$ cat config.mk
export PLATFORM = sky130hd
export DESIGN_NAME = park_token_unit
export DESIGN_NICKNAME = d
export VERILOG_FILES = /design/src/rtl/park_token_unit.sv
export SDC_FILE = /design/constraint.sdc
export NUM_CORES = 1
export LEC_CHECK = 0
export BUFFER_PORTS_ARGS = -buffer_cell sky130_fd_sc_hd__buf_2
export CORE_MARGIN = 2
export CORE_UTILIZATION = 35
export DETAILED_ROUTE_END_ITERATION = 10
export GPL_ROUTABILITY_DRIVEN = 0
export PLACE_DENSITY = 0.58
export SYNTH_ARGS = -nofsm -noshare
export SYNTH_HDL_FRONTEND = slang
export SYNTH_SLANG_ARGS = --single-unit
$ cat constraint.sdc
create_clock -name clk -period 2.94 [get_ports clk]
set_clock_uncertainty 0.2 [all_clocks]
set_input_delay 0.294 -clock clk [delete_from_list [all_inputs] [get_ports clk]]
set_output_delay 0.294 -clock clk [all_outputs]
set_load 0.02 [all_outputs]
$ cat src/rtl/park_token_unit.sv
// park_token_unit
// ---------------
// Token engine for the parking controller. An entry request allocates the
// lowest free spot and issues token = spot ^ key. An exit request decrypts
// the presented token with the same key and frees the spot if it is
// occupied. MAX_FAIL consecutive invalid exit tokens put the unit into a
// LOCK state for LOCK_CYCLES cycles.
//
// Ports
//   clk, rst          : clock, synchronous active-high reset
//   key_load, key_in  : key register load (honoured only in IDLE)
//   entry_req         : request a spot (sampled in IDLE)
//   exit_req, token_in: request an exit with a token (sampled in IDLE,
//                       has priority over entry_req)
//   busy              : high in every state except IDLE
//   done              : one-cycle pulse in RESP
//   ok                : result of the last request (1 = success)
//   token_out         : token from the last successful entry
//   park_number       : spot of the last request (allocated or decrypted)
//   locked            : high while in LOCK
//   full, empty       : occupancy map all ones / all zeros
//   free_count        : number of free spots
//   state_dbg         : current FSM state for debug/checkers
//
// Handshake: a request is a level on entry_req/exit_req that is taken only
// on a rising edge where the unit is in IDLE (busy = 0); it is never queued.
// Completion is signalled by the single-cycle done pulse, with ok,
// park_number and token_out valid from that cycle until the next request
// overwrites them.

module park_token_unit #(
  parameter int WIDTH       = 3,
  parameter int MAX_FAIL    = 3,
  parameter int LOCK_CYCLES = 16
) (
  input  logic             clk,
  input  logic             rst,
  input  logic             key_load,
  input  logic [WIDTH-1:0] key_in,
  input  logic             entry_req,
  input  logic             exit_req,
  input  logic [WIDTH-1:0] token_in,
  output logic             busy,
  output logic             done,
  output logic             ok,
  output logic [WIDTH-1:0] token_out,
  output logic [WIDTH-1:0] park_number,
  output logic             locked,
  output logic             full,
  output logic             empty,
  output logic [WIDTH:0]   free_count,
  output logic [2:0]       state_dbg
);

  localparam int NSPOTS = 2 ** WIDTH;
  localparam int FW     = $clog2(MAX_FAIL + 1);
  localparam int LW     = $clog2(LOCK_CYCLES + 1);

  typedef enum logic [2:0] {
    S_IDLE   = 3'd0,
    S_ENTRY  = 3'd1,
    S_DECODE = 3'd2,
    S_CHECK  = 3'd3,
    S_RESP   = 3'd4,
    S_LOCK   = 3'd5
  } state_t;

  state_t            state, state_nxt;
  logic [WIDTH-1:0]  key_q;
  logic [WIDTH-1:0]  token_q;
  logic [NSPOTS-1:0] occ_q;
  logic [FW-1:0]     fail_q;
  logic [LW-1:0]     lock_q;
  logic              ok_q;
  logic [WIDTH-1:0]  park_q;
  logic [WIDTH-1:0]  token_out_q;

  logic [WIDTH-1:0]  free_idx;
  logic [WIDTH:0]    free_cnt;

  // Lowest free index: scan from the top so the last hit is the lowest.
  // Only meaningful when the map is not full.
  always_comb begin
    free_idx = '0;
    for (int i = NSPOTS - 1; i >= 0; i--) begin
      if (!occ_q[i]) free_idx = WIDTH'(i);
    end
  end

  always_comb begin
    free_cnt = '0;
    for (int i = 0; i < NSPOTS; i++) begin
      free_cnt = free_cnt + {{WIDTH{1'b0}}, ~occ_q[i]};
    end
  end

  // ---------------------------------------------------------------- FSM
  always_ff @(posedge clk) begin
    if (rst) state <= S_IDLE;
    else     state <= state_nxt;
  end

  always_comb begin
    state_nxt = state;
    case (state)
      S_IDLE: begin
        if (exit_req)       state_nxt = S_DECODE;
        else if (entry_req) state_nxt = S_ENTRY;
      end
      S_ENTRY:  state_nxt = S_RESP;
      S_DECODE: state_nxt = S_CHECK;
      S_CHECK:  state_nxt = S_RESP;
      S_RESP: begin
        if (fail_q == FW'(MAX_FAIL)) state_nxt = S_LOCK;
        else                         state_nxt = S_IDLE;
      end
      S_LOCK: begin
        if (lock_q == LW'(1)) state_nxt = S_IDLE;
      end
      default: state_nxt = S_IDLE;
    endcase
  end

  always_comb begin
    busy      = (state != S_IDLE);
    done      = (state == S_RESP);
    locked    = (state == S_LOCK);
    state_dbg = state;
  end

  // ----------------------------------------------------------- datapath
  always_ff @(posedge clk) begin
    if (rst) begin
      key_q       <= '0;
      token_q     <= '0;
      occ_q       <= '0;
      fail_q      <= '0;
      lock_q      <= '0;
      ok_q        <= 1'b0;
      park_q      <= '0;
      token_out_q <= '0;
    end else begin
      case (state)
        S_IDLE: begin
          // The key is written on the same edge a request is accepted, so
          // that request already sees the new key.
          if (key_load) key_q <= key_in;
          if (exit_req) token_q <= token_in;
        end
        S_ENTRY: begin
          if (&occ_q) begin
            ok_q <= 1'b0;
          end else begin
            occ_q[free_idx] <= 1'b1;
            park_q          <= free_idx;
            token_out_q     <= free_idx ^ key_q;
            ok_q            <= 1'b1;
          end
        end
        S_DECODE: begin
          // park_q doubles as the latched decrypted spot used by CHECK.
          park_q <= token_q ^ key_q;
        end
        S_CHECK: begin
          if (occ_q[park_q]) begin
            occ_q[park_q] <= 1'b0;
            ok_q          <= 1'b1;
            fail_q        <= '0;
          end else begin
            ok_q   <= 1'b0;
            fail_q <= fail_q + FW'(1);
          end
        end
        S_RESP: begin
          if (fail_q == FW'(MAX_FAIL)) lock_q <= LW'(LOCK_CYCLES);
        end
        S_LOCK: begin
          lock_q <= lock_q - LW'(1);
          if (lock_q == LW'(1)) fail_q <= '0;
        end
        default: ;
      endcase
    end
  end

  assign ok          = ok_q;
  assign park_number = park_q;
  assign token_out   = token_out_q;
  assign full        = &occ_q;
  assign empty       = ~|occ_q;
  assign free_count  = free_cnt;

endmodule

# == Yosys cells after proc, flatten, opt, wreduce, memory -nomap -nowiden ==
# Index checks and enable logic that the tools add are counted.
# classes
addsub,9
order_cmp,4
eq_ne,12
muxes,32
bitwise_logic,14
reduce_logical,20
# op_table
op,n
$mux W3,13
$add A4 B1 Y4,4
$mux W8,2
$pmux W8 S2,1
$pmux W3 S5,1
$reduce_and A2 Y1,7
$pmux W5 S2,1
$not A1 Y1,9
$and A8 B8 Y8,1
$lt A3 B4 Y1 const B,2
$not A8 Y8,1
$or A8 B8 Y8,1
$reduce_and A8 Y1,1
$reduce_bool A2 Y1,4
$reduce_or A8 Y1,1
$demux W1 S3,2
$eq A3 B2 Y1 const B,2
$eq A3 B3 Y1 const B,2
$ge A3 B1 Y1 const B,2
$pmux W3 S2,1
$xor A3 B3 Y3,2
$eq A5 B1 Y1 const B,1
$mux W1,5
$mux W5,1
20 further kinds,24
# totals
reg_bits,31
inputBits,11
output_inout_bits,19
elab_cells,100

# == Depth between registers and ports, before layout ==
# depth
ltp_word,15
ltp_mapped,8
mapped_depth_nobuf,8

# == Worst setup path before layout ==
# No wires, ideal clock.
# synth_path
path_kind,flip-flop to output port
startpoint,register occ_q[0]
endpoint,output port free_count[2]
arrival_ns,2.989
t_required_ns,2.446
slack_ns,-0.543
stages_incl_launch_ff,9
n_path_buf,0
cell_sequence,dfxtp_1 > inv_1 > fa_1 > fa_1 > fa_1 > ha_1 > inv_1 > fa_1 > xnor2_1
# synth_via
elab_chain_cells,8
# synth_lines
element,line,source
start: declaration,71,logic [NSPOTS-1:0] occ_q;
start signal: assignment,136,occ_q <= '0;
start signal: indexed assignment,154,occ_q[free_idx] <= 1'b1;
start signal: indexed assignment,166,occ_q[park_q] <= 1'b0;
$not A1 Y1,93,"free_cnt = free_cnt + {{WIDTH{1'b0}}, ~occ_q[i]};"
$add A1 B1 Y2,93,
$add A2 B1 Y3,93,
$add A3 B1 Y4,93,
$add A4 B1 Y4 (4 in series),93,
end: declaration,51,"output logic [WIDTH:0] free_count,"
# No other way between the ends.

# == Worst setup path in the final report ==
# layout_path
startpoint,register occ_q[3]
endpoint,output port free_count[2]
# layout_via
elab_chain_cells,6
# layout_lines
element,line
$not A1 Y1,93
$add A3 B1 Y4,93
$add A4 B1 Y4 (4 in series),93
# No other way between the ends.

==> results.md <==
- The wire length after detailed routing is 4296 µm.
- After detailed routing, the number of vias per cell comes to 5.174.
- The number of nets in the synthesized netlist is 245.
- After detailed placement, the total cell area comes to 2126 µm².
- The endpoint with the worst hold slack is token_q[2].
- The area taken by multi-input logic gates is 1131 µm².
- Net switching is 30.35% of the power.
- From synthesis to final layout, the design area changed by 23.85%.
- The clock-pin slew on the worst setup and hold paths is 70 ps.
- In the synthesized netlist, the number of instances is 221.
- The net switching component of the power is 0.3422 mW.
- Buffers inserted during clock tree synthesis total 5.
- The number of DRC markers in iteration 0 is 78.
- The worst-case register-to-register setup slack is 660 ps.
- The completed layout was analyzed and its total power is 1.128 mW.
- The horizontal die dimension is 76.64 µm.
- In this run the most critical hold path is launched from token_in[2].
- The biggest area consumer among synthesized cells is dfxtp_1.
- The number of global-route vias before repair was 1,620.
- For the worst-skew pair, the clock arrives at the later sink with an insertion delay of 280 ps.
- The fill cell instance count of the final layout is 528.
- Setup violations remaining at the end of the flow were counted as 4.
- The die boundary height is 76.64 µm.
- The leakage power total is 0.9665 nW.
- Counting every sink on the clock net gives 31.
- For this run, global-route usage on met1 was measured as 19.38%.
- After clock tree synthesis, the flow added hold-fix buffers numbering 0.
- The remaining global-route overflow is 0.
- For this design the ratio of total power to cell area is 493.0 nW/µm².
- Once routing completed, OpenROAD measured the worst setup slack at -604.7 ps.
- The net total in the final layout is 281.
- The measured slew at the worst slew-check pin is 568.8 ps.
- The number of warning messages in the yosys log is 0.
- The count of flip-flops with a built-in enable after synthesis is 0.
- Global routing used 15.53% of the available tracks across all layers.
- Headroom to the max-slew limit came out at 61.68%.
- The share of synthesized area in the top cell type comes to 33.60%.
- The TritonCTS clock tree is built.
- The required arrival time at the worst endpoint is 2450 ps.
- The time the final worst path needs with I/O delays and setup is 3545 ps.
- The die covers 5874 µm².
- Clock tree synthesis selected as its root buffer the cell clkbuf_8.
- The final design instance area without fill is 2287 µm².
- Leaving out filler cells and counting taps, the final layout contains 327.
- Registers are responsible for 42.2% of the overall power.
- In this run the core area contains 26 standard-cell rows.
- The checks that failed: setup timing.
- The top flip-flop cell by instance count after synthesis is dfxtp_1.
- The worst register-to-register path has a depth of 5.
- The max-capacitance violation count is 0.
- The final number of max-transition violations is 0.
- The internal power is 0.7854 mW.
- The number of antenna diodes in the final layout is 0.
- The register bit total from synthesis is 31.
- The per-cell routed wire length is 13.14 µm.
- Setup repair after global routing could not meet its margin everywhere.
- The tightest min-delay check is of the in2reg type.
- The kind of critical path is reg2out.
- After synthesis, the cell types taking the most area are dfxtp_1 (34%), nor2_1 (7.5%), ha_1 (6.1%).
- The startpoint of the lowest-slack register-to-register path is park_number[0].
- The layout cell share with drive strength beyond 1 is 26.07%.
- Across the VDD grid, the largest voltage drop is 0.2823 mV.
- The mean post-synth cell area is 8.356 µm².
- Across all hold checks on the routed design, the worst slack comes to 44.89 ps.
- The initial utilization of the core area, before any placement, comes to 36.16%.
- Cells fill 44.78% of the core in the end.
- The core footprint is 5107 µm².
- The count of endpoints failing hold in the final timing report came to 0.
- The placed cell count is 317.
- The pre-antenna-repair detailed-routing pass consisted of 5 iterations.
- The count of distinct cell types in the synthesized netlist is 45.
- Port buffering added 29 buffers.
- In this run the number of H-tree levels came out at 2.
- For this run, design rule violations remaining after detail routing come to 0.
- The kind of start point of the critical path is a flop.
- The number of cells traversed by the worst hold path is 3.
- The clock share of power is 33.2%.
- The worst setup path is captured at an output pin.
- The flow ran to the end, but the final reports show violations.
- The area occupied by registers is 629.4 µm².
- The combinational power share is 24.5%.
- The number of vias after detailed routing is 1,692.
- The global routing met2 resource utilization is 25.75%.
- Entering global routing, the biggest net connects 29 pins.
- The number of nets with antenna violations after routing is 0.
- In this run the critical register-to-register path is captured at occ_q[0].
- The fraction of met3 tracks used by global routing is 3.910%.
- The buffer depth of the longest clock path is 2.
- Data arrives at the worst endpoint at 3050 ps.
- The biggest fanout along the worst timing path is 2.
- The maximum clock rate is 282.1 MHz.
- The sequential area share after synthesis is 33.60%.
- The summed instance area of the synthesized netlist is 1847 µm².
- The number of primary I/O pins is 30.
- The initial antenna violation count is 0.
- The async set or reset register ratio after synthesis is 0%.
- Of the available clock period, the critical path in the final layout requires 120.6%.
- The first global-routing pass estimated 7334 µm of wire.
- The highest-utilization routing layer at the global route stage is met2.
- Once detailed placement completed, the half-perimeter wirelength came to 3075 µm.
worst max path at each step:
stage	start	cells past startpoint	to	slack (ps)
finish	occ_q[3]	9	free_count[2]	-600
global route	occ_q[3]	9	free_count[2]	-710
CTS	occ_q[3]	9	free_count[2]	-600
detailed placement	occ_q[3]	9	free_count[2]	-350
global placement	occ_q[3]	9	free_count[2]	-310
floorplan	occ_q[3]	8	free_count[2]	-240
area by class of cell:
type	instances	area share (%)
inverter	21	3.556
tap	70	3.829
sequential	31	27.52
multi-input combinational	157	49.45
timing repair buffer	41	11.38
clock buffer	7	4.267
cells by family after synthesis:
kind of cell | synth area share [%]
xor gates and xnor gates | 3.320
DFF | 33.60
and+or+nand+nor | 21.07
muxes | 8.198
AOI/OAI and AO/OA | 16.19
buffers and inverters | 7.182
adders and majority gates | 10.43
power groups by stage:
stage,logic [mW],registers (mW),clock network (mW)
6_report,0.277,0.476,0.375
5_1_grt,0.305,0.481,0.404
3_3_place_gp,0.246,0.486,0
3_5_place_dp,0.249,0.486,0
4_1_cts,0.272,0.477,0.383
2_1_floorplan,0.176,0.490,0
cell usage in the layout (no fill, tap or decap), drive strengths merged, types with 3 or more instances in the layout:
cell type  Yosys  final
a31oi          4      4
a22oi          5      5
mux2           4      4
a21oi         11     11
nor2          38     38
clkbuf        10      7
xor2           4      4
xnor2          3      3
a311oi         4      4
ha             9      9
o21ai          8      8
nand2b         5      5
nand4          3      3
nor2b          3      3
buf            2     41
nand2         13     13
fa             4      4
inv           21     21
nor3           4      4
mux2i          8      8
a211oi         4      4
dfxtp         31     31
stage by stage:
step	setup slack (ps)	setup TNS, ps
floorplan	-242.2	-439.0
global placement	-309.5	-596.8
detailed placement	-351.3	-681.4
CTS	-603.0	-1596
global route	-713.9	-2083
finish	-604.7	-1701
cells in the mapped netlist (3+ instances only):
library cell	number
nor2b_1	3
clkbuf_1	10
dfxtp_1	31
ha_1	9
a31oi_1	4
inv_1	21
nor2_1	37
a21oi_1	11
a211oi_1	4
fa_1	4
nand2_1	12
xnor2_1	3
mux2i_1	8
a311oi_1	4
o21ai_0	7
xor2_1	4
nand4_1	3
mux2_1	3
nand2b_1	5
nor3_1	3
a22oi_1	5
metal layers:
metal	up-vias	part of all wire [%]
met4	0	1.4
met2	48	49
met3	9	4.2
met1	802	45
li1	833	-
met5	-	0
worst max-delay path, cell delays in order, from the launching register on:
cell	delay (ps)
dfxtp_4	360
inv_4	30
fa_1	540
fa_1	420
fa_1	540
ha_4	150
inv_2	40
fa_2	380
xnor2_4	170
buf_6	130
flip-flops by register name, summed over array words and instances, names as in the netlist:
name         flops
fail_q           2
key_q            3
lock_q           5
occ_q            8
ok               1
park_number      3
state_dbg        3
token_out        3
token_q          3
what timing repair did:
item / CTS / global route
pin swaps: 2 / 1
resized for setup: 9 / 2
setup buffers: 1 / 2
endpoints found under the setup margin: 4 / 4
(Power assumes the default switching activity.)
